File: src/rtl/instruction_dump_tx.sv
// instruction_dump_tx: reads an instruction memory image word by word and
// sends it over UART 8N1, high byte first, so the host can verify it.
module instruction_dump_tx #(
    parameter int CLKS_PER_BAUD = 868,
    parameter int WORDS         = 32
) (
    input  logic        CLK,
    input  logic        RST_N,
    input  logic        start,
    input  logic [15:0] mem_data,
    output logic [7:0]  mem_addr,
    output logic        UART_RXD_OUT,
    output logic        busy,
    output logic        done
);

    localparam int BW = (CLKS_PER_BAUD > 1) ? $clog2(CLKS_PER_BAUD) : 1;
    localparam logic [BW-1:0] BAUD_LAST = BW'(CLKS_PER_BAUD - 1);
    localparam logic [7:0]    ADDR_LAST = 8'(WORDS - 1);

    typedef enum logic [2:0] {
        S_IDLE,
        S_LOAD,
        S_SEND_HI,
        S_SEND_LO,
        S_FIN
    } state_t;

    state_t          r_state, w_state_n;
    logic [BW-1:0]   r_baud, w_baud_n;
    logic [3:0]      r_bit, w_bit_n;
    logic [15:0]     r_shadow, w_shadow_n;
    logic [7:0]      r_addr, w_addr_n;
    logic            r_tx, w_tx_n;
    logic            r_busy, w_busy_n;
    logic            r_done, w_done_n;
    logic [7:0]      w_byte;
    logic [2:0]      w_didx;
    logic            w_sending;

    // State, counters, shadow word and registered outputs
    always_ff @(posedge CLK or negedge RST_N) begin
        if (!RST_N) begin
            r_state  <= S_IDLE;
            r_baud   <= '0;
            r_bit    <= '0;
            r_shadow <= '0;
            r_addr   <= '0;
            r_tx     <= 1'b1;
            r_busy   <= 1'b0;
            r_done   <= 1'b0;
        end else begin
            r_state  <= w_state_n;
            r_baud   <= w_baud_n;
            r_bit    <= w_bit_n;
            r_shadow <= w_shadow_n;
            r_addr   <= w_addr_n;
            r_tx     <= w_tx_n;
            r_busy   <= w_busy_n;
            r_done   <= w_done_n;
        end
    end

    // Next state; outputs are derived from the next state so they register
    always_comb begin
        w_state_n  = r_state;
        w_baud_n   = r_baud;
        w_bit_n    = r_bit;
        w_shadow_n = r_shadow;
        w_addr_n   = r_addr;
        case (r_state)
            S_IDLE: begin
                if (start) begin
                    w_state_n = S_LOAD;
                    w_addr_n  = '0;
                end
            end
            S_LOAD: begin
                w_shadow_n = mem_data;
                w_baud_n   = '0;
                w_bit_n    = '0;
                w_state_n  = S_SEND_HI;
            end
            S_SEND_HI, S_SEND_LO: begin
                if (r_baud == BAUD_LAST) begin
                    w_baud_n = '0;
                    if (r_bit == 4'd9) begin
                        w_bit_n = '0;
                        if (r_state == S_SEND_HI) begin
                            w_state_n = S_SEND_LO;
                        end else if (r_addr != ADDR_LAST) begin
                            w_addr_n  = r_addr + 8'd1;
                            w_state_n = S_LOAD;
                        end else begin
                            w_state_n = S_FIN;
                        end
                    end else begin
                        w_bit_n = r_bit + 4'd1;
                    end
                end else begin
                    w_baud_n = r_baud + BW'(1);
                end
            end
            S_FIN: begin
                w_state_n = S_IDLE;
            end
            default: begin
                w_state_n = S_IDLE;
            end
        endcase

        w_sending = (w_state_n == S_SEND_HI) || (w_state_n == S_SEND_LO);
        w_byte    = (w_state_n == S_SEND_HI) ? w_shadow_n[15:8] : w_shadow_n[7:0];
        w_didx    = 3'(w_bit_n - 4'd1);
        w_tx_n    = 1'b1;
        if (w_sending) begin
            if (w_bit_n == 4'd0) begin
                w_tx_n = 1'b0;
            end else if (w_bit_n == 4'd9) begin
                w_tx_n = 1'b1;
            end else begin
                w_tx_n = w_byte[w_didx];
            end
        end
        w_busy_n = w_sending || (w_state_n == S_LOAD);
        w_done_n = (w_state_n == S_FIN);
    end

    assign mem_addr     = r_addr;
    assign UART_RXD_OUT = r_tx;
    assign busy         = r_busy;
    assign done         = r_done;

endmodule

File: config.mk
export PLATFORM = sky130hd
export DESIGN_NAME = instruction_dump_tx
export DESIGN_NICKNAME = d
export VERILOG_FILES = /design/src/rtl/instruction_dump_tx.sv
export SDC_FILE = /design/constraint.sdc
export NUM_CORES = 1
export LEC_CHECK = 0
export ABC_AREA = 1
export ABC_CLOCK_PERIOD_IN_PS = 5300
export CORE_MARGIN = 10
export CORE_UTILIZATION = 40
export CTS_CLUSTER_SIZE = 8
export DETAILED_ROUTE_END_ITERATION = 6
export GPL_ROUTABILITY_DRIVEN = 0
export PLACE_DENSITY = 0.61
export SKIP_CTS_REPAIR_TIMING = 1
export SYNTH_ARGS = -nofsm -noshare
export SYNTH_HDL_FRONTEND = slang
export SYNTH_SLANG_ARGS = --single-unit
export TNS_END_PERCENT = 1
File: constraint.sdc
create_clock -name CLK -period 5.3 [get_ports CLK]
set_input_delay 0.53 -clock CLK [delete_from_list [all_inputs] [get_ports CLK]]
set_output_delay 0.53 -clock CLK [all_outputs]
set_load 0.01 [all_outputs]
* Yosys cells after proc, flatten, opt, wreduce, memory -nomap -nowiden
Cells that the tools add are included.
** Cells by class
- Add/sub/neg operators :: 4
- $lt $le $gt $ge :: 1
- Equal/unequal tests :: 16
- Mux-type cells :: 24
- Reduce and logical (&&, ||, !) cells :: 8
** Operators with widths (count)
- 8-bit 2-to-1 mux :: 6
- 10-bit case mux with 2 select lines :: 1
- 16-bit 2-to-1 mux :: 1
- 8-bit case mux with 2 select lines :: 1
- 3-bit 2-to-1 mux :: 5
- 3-bit by 2-bit == test with 1-bit output (second input constant) :: 4
- 10-bit by 1-bit adder with 10-bit output (second input constant) :: 1
- 10-bit == test (second input constant) :: 1
- 10-bit 2-to-1 mux :: 1
- 2-bit != test (second input constant) :: 5
- 3-bit case mux with 3 select lines :: 1
- 8-bit by 1-bit adder with 8-bit output (second input constant) :: 1
- 4-bit == test (second input constant) :: 2
- 4-bit 2-to-1 mux :: 2
- 8-bit by 5-bit != test with 1-bit output (second input constant) :: 1
- 4-bit case mux with 2 select lines :: 1
- 3-bit by 1-bit == test with 1-bit output (second input constant) :: 2
- 6-bit AND reduction :: 1
- 4-bit by 1-bit adder with 4-bit output (second input constant) :: 1
- 4-bit logical NOT :: 1
- 3-bit by 4-bit less-than comparator with 1-bit output (second input constant) :: 1
- 1-bit 2-to-1 mux :: 4
- 2-bit nonzero test :: 2
- 1-bit binary-select mux with 3-bit select :: 1
- other kinds (5) :: 6
** Word-level totals
- Register bits after elaboration :: 44
- Bits of input ports :: 19
- Output and inout bits :: 11

* Depth between registers and ports, before layout
Gate-level depths: netlist of the first run.
- Depth in word-level cells :: 13
- Mapped depth :: 18
- Mapped depth without buffers :: 18

* Worst setup path before layout of the first run
No wires, ideal clock.
- Kind :: flip-flop to flip-flop
- Start :: register r_baud[0]
- End :: register r_tx, in the netlist UART_RXD_OUT
- Arrival :: 2.118 ns
- Data required time :: 5.224 ns
- Setup slack :: 3.107 ns
- Stages on the path, launching flop included :: 19
- Cells stage by stage :: dfrtp_1 ha_1 nand2_1 nor2_4 nand2_4 inv_2 nand3_1 a211oi_1 o21bai_1 inv_1 ha_1 inv_1 nand3_1 nand2_1 nand3_1 nand3_2 nand3_2 nand2_1 nand2_1
** Between the ends
- Elaborated cells on any way between the ends :: 17
** RTL lines
- from (decl) :: RTL line 30 : logic [BW-1:0] r_baud, w_baud_n;
- from (signal assigned) :: RTL line 54 : r_baud <= w_baud_n;
- 10-bit == test (*) :: RTL line 85 : if (r_baud == BAUD_LAST) begin
- 4-bit 2-to-1 mux (*) :: RTL line 85
- 4-bit case mux with 2 select lines (*) :: RTL line 71 : case (r_state)
- via w_bit_n[1] :: RTL line 31 : logic [3:0] r_bit, w_bit_n;
- 3-bit by 1-bit subtractor with 3-bit output :: RTL line 114 : w_didx = 3'(w_bit_n - 4'd1);
- 1-bit binary-select mux with 3-bit select :: RTL line 122 : w_tx_n = w_byte[w_didx];
- 1-bit 2-to-1 mux (implied by the code) :: RTL line 122
- 1-bit 2-to-1 mux :: RTL line 119 : end else if (w_bit_n == 4'd9) begin
- 1-bit 2-to-1 mux (*) :: RTL line 117 : if (w_bit_n == 4'd0) begin
- 1-bit 2-to-1 mux (*) :: RTL line 116 : if (w_sending) begin
- via w_tx_n :: RTL line 34 : logic r_tx, w_tx_n;
- to (signal assigned) :: RTL line 58 : r_tx <= w_tx_n;
- to (decl) :: RTL line 34
Mark *: on every way through the listed nets, which the timed path passes. The rest lies on a longest branch. The select of a mux whose other input is x is not followed.
A chain may end at the register's enable or synchronous reset.

* Worst setup path after layout of the first run
Ends and elaborated chain as after synthesis.

==> flow_summary.rst, run 1 <==
.. list-table::
   :header-rows: 1

   * - Metric
     - Value
   * - Reg-to-reg slack, setup
     - 2.83 ns
   * - Maximum clock rate
     - 0.4046 GHz
   * - Sw power
     - 0.4755 mW
   * - Area of the core
     - 6026 um2
   * - Worst path cell trace
     - ha_1 > nand2_1 > nor2_4 > nand2_4 > inv_2 > nand3_1 > a211oi_1 > o21bai_1 > inv_1 > ha_1 > inv_1 > nand3_1 > nand2_1 > nand3_1 > nand3_2 > nand3_2 > nand2_1 > nand2_1
   * - Outcome
     - finished, final reports clean
   * - Setup violations, final
     - 0
   * - Count of fill cells added during filler insertion
     - 575
   * - Worst R2R End
     - UART_RXD_OUT$_DFF_PN1_
   * - CP Max Fanout
     - 9
   * - Root Buffer Master
     - clkbuf_8
   * - Pre-CTS setup slack
     - 2.835 ns
   * - Async S/R FF share, synth
     - 1.000
   * - Reg2reg path depth
     - 18
   * - Count of state elements after synthesis
     - 44
   * - Mean post-synth cell area
     - 8.412 um2
   * - IO buf count
     - 29
   * - Number of placed cells counting well taps
     - 399
   * - Level count of the clock H-tree
     - 2
   * - Worst Setup End Kind
     - flop
   * - Reg-to-reg startpoint
     - r_baud[0]$_DFFE_PN0N_
   * - Maximum number of pins on one net before global-route repair
     - 45
   * - Worst Setup SP
     - r_baud[0]$_DFFE_PN0N_
   * - Power share of the clock group
     - 0.171
   * - Number of enable flip-flop cells after synthesis
     - 0
   * - Slowest CP cell
     - dfrtp_1
   * - Number of global-route vias before repair
     - 1985
   * - Number of iterations in the first detailed-routing pass
     - 4
   * - Num rows
     - 28
   * - P&R area growth vs syn
     - 17.45%
   * - Total Die Area
     - 9886 um2
   * - Routed Antenna Nets
     - 0
   * - Width of the chip
     - 99.43 um
   * - Final routed DRC violation total
     - 0
   * - Final worst clock skew
     - 0.009919 ns
   * - Clock tree buffer depth
     - 2
   * - Sequential share of power
     - 0.408
   * - Cell types occupying the most area after synthesis
     - dfrtp_1, inv_1, nand2_1, nand3_1, o21ai_0
   * - End of the critical path
     - UART_RXD_OUT$_DFF_PN1_
   * - Clock buffers created by TritonCTS
     - 5
   * - Layout net count
     - 354
   * - GRT Util Overall
     - 0.1085
   * - Top-area cell type share of the netlist area
     - 0.4264
   * - Slew Viols, Final
     - 0
   * - Crit share post-route
     - 0.4664
   * - Power per Cell Area
     - 420.8 nW/um2
   * - First-pass GRT wire length
     - 9032 um
   * - Via Count
     - 1954
   * - Setup TNS
     - 0 ns
   * - I/O Pins
     - 30
   * - Starting density of the core
     - 0.4188
   * - Synthesized Nets
     - 323
   * - Critical path class
     - flop to flop
   * - Detail-routed net length per standard cell
     - 12.65 um
   * - Placement-stage cell area
     - 2874 um2
   * - Cell type contributing the most total cell area after synthesis
     - dfrtp_1
   * - Global route total overflow
     - 0
   * - Worst min path class
     - input pin to asynchronous set/reset pin
   * - Number of standard cells in the layout, taps in and fillers out
     - 407
   * - Die height
     - 99.43 um
   * - Met3 demand-to-capacity share in global routing
     - 0.02837
   * - Fraction of power spent switching nets
     - 0.3813
   * - Iteration-0 DRC Markers
     - 84
   * - CTS Sinks
     - 44
   * - Number of antenna violations at the first check in global routing
     - 0
   * - Insertion delay to the later sink of the worst-skew pair
     - 0.29 ns
   * - Post-layout utilization of the core
     - 0.4919
   * - RSZ-0062 raised after global routing
     - no
   * - Total of warnings raised by yosys
     - 0
   * - Highest ir drop seen on vdd
     - 311.1 uV
   * - Leakage power
     - 1.334 nW
   * - Final Worst Setup Slack
     - 2.828 ns
   * - Final count of hold timing violations
     - 0
   * - Cell variety after synth
     - 38
   * - Antenna diode instance count
     - 0
   * - Most Frequent Cell on Critical Path
     - nand2_1
   * - Final non-filler cell area
     - 2964 um2
   * - Synth Instances
     - 300
   * - Minimum clock period
     - 2.472 ns
   * - Design internal power
     - 0.7716 mW
   * - Via density
     - 4.801
   * - Post-Syn Area
     - 2524 um2
   * - Clock tree from TritonCTS
     - yes
   * - Slew at the pin with the worst max-slew slack
     - 0.9894 ns
   * - Startpoint types
     - flop
   * - Synth top cells by count
     - dfrtp_1, inv_1, nand2_1
   * - Fraction of met1 tracks used by global routing
     - 0.1403
   * - Worst EP arrival
     - 2.68 ns
   * - Required time at the worst-slack endpoint
     - 5.51 ns
   * - Clock transition at path regs
     - 0.08 ns
   * - Met2 Usage GRT
     - 0.1738
   * - Combinational share of power
     - 0.421
   * - Worst slew margin relative to its limit
     - 0.3404
   * - Maximum Capacitance Violations
     - 0
   * - Flip-flop cell with the highest count after synthesis
     - dfrtp_1
   * - Total Power
     - 1.247 mW
   * - Max incr delay on CP
     - 0.39 ns
   * - Most used routing layer
     - met2
   * - Share of the yosys chip area belonging to registers
     - 0.4368
   * - HPWL reported at the end of detailed placement
     - 3906 um
   * - Hold Worst Slack
     - 0.4021 ns
   * - Fraction of layout instances using a drive strength above 1
     - 0.1596
   * - Routed wire length
     - 5149 um
[power by group through the flow]
stage	registers (mW)	logic (mW)	clock network (mW)
after floorplan	0.511	0.387	0
after global placement	0.514	0.526	0
after detailed placement	0.515	0.531	0
after CTS	0.509	0.533	0.221
after global routing	0.525	0.610	0.234
final	0.509	0.525	0.213
[worst min path at each step]
stage,end,slack (ns),cells past startpoint
2_1_floorplan,busy$_DFF_PN0_,0.23,0
3_3_place_gp,r_baud[1]$_DFFE_PN0N_,0.52,1
3_5_place_dp,mem_addr[3]$_DFFE_PN0P_,0.51,1
4_1_cts,busy$_DFF_PN0_,0.44,1
5_1_grt,mem_addr[2]$_DFFE_PN0P_,0.48,1
6_report,r_baud[6]$_DFFE_PN0N_,0.40,1
[placed cells by master, fill, tap and decap left out, types with 2 or more instances in the layout]
master,Yosys,layout
clkbuf_1,2,2
a21oi_1,5,5
or2_0,10,10
dfrtp_1,43,43
inv_1,43,43
clkdlybuf4s50_1,0,28
xor2_1,4,4
nand3_2,5,5
nand3_1,27,27
and3_1,2,2
o21ai_0,26,26
inv_2,12,12
nor2_4,7,7
clkbuf_8,0,6
nand3_4,3,3
a32o_1,2,2
nand2_4,2,2
nand2_1,37,37
or2_1,6,6
nor2_1,16,16
nand4_1,9,9
nor3_2,2,2
nand2_2,6,6
nor3_1,3,3
o22ai_1,3,3
nor2_2,5,5
o21ai_1,3,3
ha_1,4,4
[cells by family after synthesis]
family                     Yosys count  share of synthesized area
and+or+nand+nor                    140                     0.3213
buffers and inverters               61                    0.09569
AOI/OAI and AO/OA                   46                     0.1091
DFF                                 44                     0.4368
xor gates and xnor gates             5                    0.01735
adders and majority gates            4                    0.01983
[critical path: cells and delay by family (launching register included)]
| kind | cells | cell delay (ns) |
|---|---|---|
| and+or+nand+nor | 11 | 0.95 |
| buffers and inverters | 3 | 0.25 |
| DFF | 1 | 0.39 |
| AOI/OAI and AO/OA | 2 | 0.37 |
| adders and majority gates | 2 | 0.45 |
[state kept, by name (all words and copies together), names as in the netlist]
signal and count:
r_shadow 16, r_baud 10, mem_addr 8, r_bit 4, r_state 3, UART_RXD_OUT 1, busy 1, done 1
[cell type report]
| type | count | area (um2) | area share |
|---|---|---|---|
| clock buffers | 8 | 90.09 | 0.03039 |
| inverters | 56 | 212.7 | 0.07176 |
| multi-input cells | 195 | 1180 | 0.3981 |
| flip-flops and latches | 44 | 1102 | 0.3719 |
| well taps | 75 | 93.84 | 0.03166 |
| repair buffers | 29 | 285.3 | 0.09624 |
[per-layer routing]
layer	routed length (um)	vias to the layer above
li1	-	1033
met1	2513	891
met2	2385	28
met3	221	2
met4	28	0
met5	0	-
Power figures use the tool's default switching activity.
==> run 2, diff against run 1 <==
--- a/config.mk
+++ b/config.mk
@@ -6,7 +6,7 @@
 export NUM_CORES = 1
 export LEC_CHECK = 0
 export ABC_AREA = 1
-export ABC_CLOCK_PERIOD_IN_PS = 5300
+export ABC_CLOCK_PERIOD_IN_PS = 2400
 export CORE_MARGIN = 10
 export CORE_UTILIZATION = 40
 export CTS_CLUSTER_SIZE = 8
==> constraint.sdc (replaced) <==
create_clock -name CLK -period 2.4 [get_ports CLK]
set_input_delay 0.24 -clock CLK [delete_from_list [all_inputs] [get_ports CLK]]
set_output_delay 0.24 -clock CLK [all_outputs]
set_load 0.01 [all_outputs]
==> flow_summary.rst, run 2 (synthesis gave the netlist of run 1 again) <==
.. list-table::
   :header-rows: 1

   * - Metric
     - Value
   * - Antenna diode instance count
     - 0
   * - IO buf count
     - 29
   * - Area of the core
     - 6026 um2
   * - Clock buffers created by TritonCTS
     - 5
   * - Pre-CTS setup slack
     - 0.07366 ns
   * - Final Worst Setup Slack
     - 0.09352 ns
   * - Final worst clock skew
     - 0.01681 ns
   * - Max reg flops
     - 16
   * - Routed wire length
     - 5566 um
   * - Power per Cell Area
     - 956.3 nW/um2
   * - Most used routing layer
     - met2
   * - Critical path class
     - flop to flop
   * - Crit share post-route
     - 0.9610
   * - Commonest non-fill, non-tap cell in the layout
     - dfrtp_1
   * - First-pass GRT wire length
     - 9487 um
   * - Die height
     - 99.43 um
   * - Routed Antenna Nets
     - 0
   * - Setup TNS
     - 0 ns
   * - Final routed DRC violation total
     - 0
   * - Iteration-0 DRC Markers
     - 102
   * - Number of iterations in the first detailed-routing pass
     - 4
   * - Worst slew margin relative to its limit
     - 0.7475
   * - P&R area growth vs syn
     - 23.60%
   * - Width of the chip
     - 99.43 um
   * - Outcome
     - finished, final reports clean
   * - CP Max Fanout
     - 4
   * - Fraction of layout instances using a drive strength above 1
     - 0.2128
   * - Slew Viols, Final
     - 0
   * - Highest ir drop seen on vdd
     - 559.3 uV
   * - Clock tree from TritonCTS
     - yes
   * - Leakage power
     - 1.407 nW
   * - Number of placed cells counting well taps
     - 404
   * - Number of standard cells in the layout, taps in and fillers out
     - 418
   * - Met3 demand-to-capacity share in global routing
     - 0.02768
   * - Met2 Usage GRT
     - 0.1784
   * - Worst EP arrival
     - 2.54 ns
   * - Fraction of met1 tracks used by global routing
     - 0.1507
   * - Placement-stage cell area
     - 2912 um2
   * - GRT Util Overall
     - 0.1136
   * - Minimum clock period
     - 2.306 ns
   * - Slew at the pin with the worst max-slew slack
     - 0.3788 ns
   * - Largest Register
     - r_shadow
   * - Final non-filler cell area
     - 3119 um2
   * - Final count of hold timing violations
     - 0
   * - Total Die Area
     - 9886 um2
   * - Setup violations, final
     - 0
   * - Highest-count cells in the layout ignoring fill and taps
     - dfrtp_1, inv_1, nand2_1, clkdlybuf4s50_1
   * - Required time at the worst-slack endpoint
     - 2.63 ns
   * - Clock tree buffer depth
     - 2
   * - Via density
     - 4.880
   * - Root Buffer Master
     - clkbuf_8
   * - Startpoint types
     - flop
   * - Detail-routed net length per standard cell
     - 13.32 um
   * - Maximum clock rate
     - 0.4336 GHz
   * - Via Count
     - 2040
   * - Worst Setup End Kind
     - flop
   * - I/O Pins
     - 30
   * - Maximum Capacitance Violations
     - 0
   * - Layout net count
     - 365
   * - Worst min path class
     - input pin to asynchronous set/reset pin
   * - Insertion delay to the later sink of the worst-skew pair
     - 0.30 ns
   * - Num rows
     - 28
   * - HPWL reported at the end of detailed placement
     - 4071 um
   * - CTS Sinks
     - 44
   * - Number of global-route vias before repair
     - 2001
   * - Level count of the clock H-tree
     - 2
   * - Clock transition at path regs
     - 0.09 ns
   * - Number of antenna violations at the first check in global routing
     - 0
   * - Starting density of the core
     - 0.4188
   * - Maximum number of pins on one net before global-route repair
     - 29
   * - Count of fill cells added during filler insertion
     - 583
   * - Global route total overflow
     - 0
[run 2: cell types whose count changed in the layout (fill, tap and decap cells not counted), moves of 2 or more]
cell      change
buf_4        +10
clkbuf_1      -2
ha_1          -2
ha_4          +2
inv_1         -2
inv_2         +2
nand2_1       -2
nand2_2       +2
[run 2: final cells by class]
class	count	area, um2	share of cell area
Multi-Input combinational cell	195	1219	0.3907
Sequential cell	44	1102	0.3534
Timing Repair Buffer	40	370.4	0.1187
Inverter	56	212.7	0.06819
Tap cell	75	93.84	0.03008
Clock buffer	6	82.58	0.02647
Clock inverter	2	38.79	0.01243
[run 2: path summary, 6_finish.rpt]
check	end	cells after the start	slack [ns]	start
setup / recovery	UART_RXD_OUT$_DFF_PN1_	18	0.09	r_baud[1]$_DFFE_PN0N_
hold / removal	r_shadow[3]$_DFF_PN0_	2	0.39	RST_N
setup reg to reg	UART_RXD_OUT$_DFF_PN1_	18	0.09	r_baud[1]$_DFFE_PN0N_
hold reg to reg	mem_addr[3]$_DFFE_PN0P_	1	0.52	mem_addr[3]$_DFFE_PN0P_
max in group asynchronous	r_shadow[15]$_DFF_PN0_	3	1.33	RST_N
min in group CLK	mem_addr[3]$_DFFE_PN0P_	1	0.52	mem_addr[3]$_DFFE_PN0P_
[run 2: worst max-delay path, stage by stage, from the launching register on]
cell      delay, ns
dfrtp_1        0.44
ha_4           0.18
nand2_2        0.06
nor2_4         0.14
nand2_4        0.07
inv_2          0.06
nand3_1        0.06
a211oi_1       0.25
o21bai_2       0.18
inv_2          0.07
ha_4           0.17
inv_2          0.05
nand3_1        0.06
nand2_1        0.09
nand3_1        0.09
nand3_2        0.08
nand3_2        0.07
nand2_1        0.06
nand2_1        0.05
[run 2: report_power, final]
group | internal (mW) | switching (mW)
clock network | 0.341 | 0.273
registers | 0.990 | 0.141
logic | 0.525 | 0.714
total | 1.86 | 1.13
[run 2: metrics by stage]
stage / hold slack, ns / utilization / power (mW)
after CTS: -0.1432 / 0.5033 / 2.950
after global routing: 0.4142 / 0.5177 / 3.217
after detailed placement: 0.1823 / 0.4832 / 2.334
final: 0.3868 / 0.5177 / 2.983
after global placement: 0.1894 / 0.4832 / 2.307
after floorplan: -0.05559 / - / 1.984
[run 2: routing by layer]
layer / wire [um] / vias to the layer above
met5: 0 / -
met4: 44 / 0
met3: 207 / 4
met2: 2525 / 19
met1: 2789 / 953
li1: - / 1064
==> run 3, diff against run 2 <==
--- a/config.mk
+++ b/config.mk
@@ -7,12 +7,14 @@
 export LEC_CHECK = 0
 export ABC_AREA = 1
 export ABC_CLOCK_PERIOD_IN_PS = 2400
+export CELL_PAD_IN_SITES_DETAIL_PLACEMENT = 1
+export CELL_PAD_IN_SITES_GLOBAL_PLACEMENT = 2
 export CORE_MARGIN = 10
-export CORE_UTILIZATION = 40
+export CORE_UTILIZATION = 33
 export CTS_CLUSTER_SIZE = 8
 export DETAILED_ROUTE_END_ITERATION = 6
 export GPL_ROUTABILITY_DRIVEN = 0
-export PLACE_DENSITY = 0.61
+export PLACE_DENSITY = 0.79
 export SKIP_CTS_REPAIR_TIMING = 1
 export SYNTH_ARGS = -nofsm -noshare
 export SYNTH_HDL_FRONTEND = slang
==> flow_summary.rst, run 3 (synthesis gave the netlist of run 1 again) <==
.. list-table::
   :header-rows: 1

   * - Metric
     - Value
   * - Outcome
     - finished, final reports clean
   * - Level count of the clock H-tree
     - 2
   * - Slowest CP cell
     - dfrtp_1
   * - Highest-count cells in the layout ignoring fill and taps
     - dfrtp_1, inv_1, nand2_1, clkdlybuf4s50_1, o21ai_0
   * - Detail-routed net length per standard cell
     - 14.45 um
   * - Final Worst Setup Slack
     - 0.1130 ns
   * - Worst path cell trace
     - ha_4 > nand2_2 > nor2_4 > nand2_4 > inv_4 > nand3_2 > a211oi_2 > o21bai_4 > inv_2 > ha_4 > inv_2 > nand3_2 > nand2_2 > nand3_2 > nand3_2 > nand3_2 > nand2_1 > nand2_1
   * - Slew Viols, Final
     - 0
   * - Buffer and inverter count on the worst path
     - 3
   * - Commonest non-fill, non-tap cell in the layout
     - dfrtp_1
   * - Pre-CTS setup slack
     - -0.01115 ns
   * - Worst EP arrival
     - 2.51 ns
   * - Worst Setup End Kind
     - flop
   * - Maximum Capacitance Violations
     - 0
   * - Maximum number of pins on one net before global-route repair
     - 45
   * - Via density
     - 4.741
   * - CP Max Fanout
     - 4
   * - Starting density of the core
     - 0.3443
   * - Final count of hold timing violations
     - 0
   * - Placement-stage cell area
     - 2964 um2
   * - Number of antenna violations at the first check in global routing
     - 0
   * - Worst slew margin relative to its limit
     - 0.6224
   * - Width of the chip
     - 107.5 um
   * - Die height
     - 107.5 um
   * - Routed wire length
     - 6371 um
   * - I/O Pins
     - 30
   * - HPWL reported at the end of detailed placement
     - 4741 um
   * - Leakage power
     - 1.394 nW
   * - Num rows
     - 31
   * - Highest ir drop seen on vdd
     - 371.4 uV
   * - Fraction of layout instances using a drive strength above 1
     - 0.2281
   * - Setup TNS
     - 0 ns
   * - Root Buffer Master
     - clkbuf_8
   * - Power per Cell Area
     - 939.3 nW/um2
   * - Startpoint types
     - flop
   * - Global route total overflow
     - 0
   * - IO buf count
     - 29
   * - Final worst clock skew
     - 0.009836 ns
   * - Crit share post-route
     - 0.9529
   * - Area of the core
     - 7331 um2
   * - Max reg flops
     - 16
   * - Largest Register
     - r_shadow
   * - GRT Util Overall
     - 0.1169
   * - Setup violations, final
     - 0
   * - Insertion delay to the later sink of the worst-skew pair
     - 0.30 ns
   * - Final non-filler cell area
     - 3164 um2
   * - Final routed DRC violation total
     - 0
   * - CTS Sinks
     - 44
   * - Clock tree buffer depth
     - 2
   * - Total Die Area
     - 11550 um2
   * - Clock transition at path regs
     - 0.09 ns
   * - Required time at the worst-slack endpoint
     - 2.63 ns
   * - Number of iterations in the first detailed-routing pass
     - 4
   * - Iteration-0 DRC Markers
     - 46
   * - Reg-to-reg slack, setup
     - 0.11 ns
   * - Clock tree from TritonCTS
     - yes
   * - Clock buffers created by TritonCTS
     - 5
   * - Maximum clock rate
     - 0.4373 GHz
   * - Via Count
     - 2091
   * - Critical path class
     - flop to flop
   * - Most Frequent Cell on Critical Path
     - nand3_2
   * - Total Power
     - 2.972 mW
   * - Minimum clock period
     - 2.287 ns
   * - Max incr delay on CP
     - 0.43 ns
   * - Post-layout utilization of the core
     - 0.4316
   * - Dominant delay contributor by cell family on the critical path
     - simple AND/OR/NAND/NOR gates
   * - Number of global-route vias before repair
     - 2220
   * - First-pass GRT wire length
     - 10980 um
   * - Routed Antenna Nets
     - 0
   * - Count of fill cells added during filler insertion
     - 872
   * - Slew at the pin with the worst max-slew slack
     - 0.5664 ns
   * - Layout net count
     - 364
   * - Antenna diode instance count
     - 0
   * - P&R area growth vs syn
     - 25.38%
   * - Worst min path class
     - input pin to asynchronous set/reset pin
-- run 3: layout make-up --
type / count / area, um2 / share of cell area
timing repair buffer: 39 / 360.3 / 0.1139
sequential: 44 / 1102 / 0.3484
tap: 99 / 123.9 / 0.03915
clock buffer: 5 / 68.82 / 0.02175
multi-input combinational: 195 / 1251 / 0.3954
inverter: 56 / 215.2 / 0.06801
clock inverter: 3 / 42.54 / 0.01344
-- run 3: power breakdown --
group / internal [mW] / total, mW / switching (mW)
combinational: 0.535 / 1.27 / 0.731
clock: 0.308 / 0.582 / 0.274
sequential: 0.990 / 1.12 / 0.134
-- run 3: worst paths after layout --
path	startpoint	to	cells after the start
max in group asynchronous	RST_N	UART_RXD_OUT$_DFF_PN1_	2
setup reg to reg	r_baud[1]$_DFFE_PN0N_	UART_RXD_OUT$_DFF_PN1_	18
setup / recovery	r_baud[1]$_DFFE_PN0N_	UART_RXD_OUT$_DFF_PN1_	18
hold reg to reg	mem_addr[3]$_DFFE_PN0P_	mem_addr[3]$_DFFE_PN0P_	1
hold / removal	RST_N	mem_addr[2]$_DFFE_PN0P_	2
min in group CLK	mem_addr[3]$_DFFE_PN0P_	mem_addr[3]$_DFFE_PN0P_	1
-- run 3: layer usage --
layer	vias to the layer above	global-route usage	wire length, um
met5	-	0	0
met4	0	0.04008	88
met3	5	0.02635	209
met2	27	0.1876	2992
met1	1010	0.1510	3081
li1	1049	-	-
-- run 3: per-stage QoR --
step           hold WS (ns)  std cells
6_report            0.01141        441
5_1_grt             0.06093        441
4_1_cts             0.02706        439
3_5_place_dp         0.3703        431
3_3_place_gp         0.3703        431
2_1_floorplan      -0.05559        300
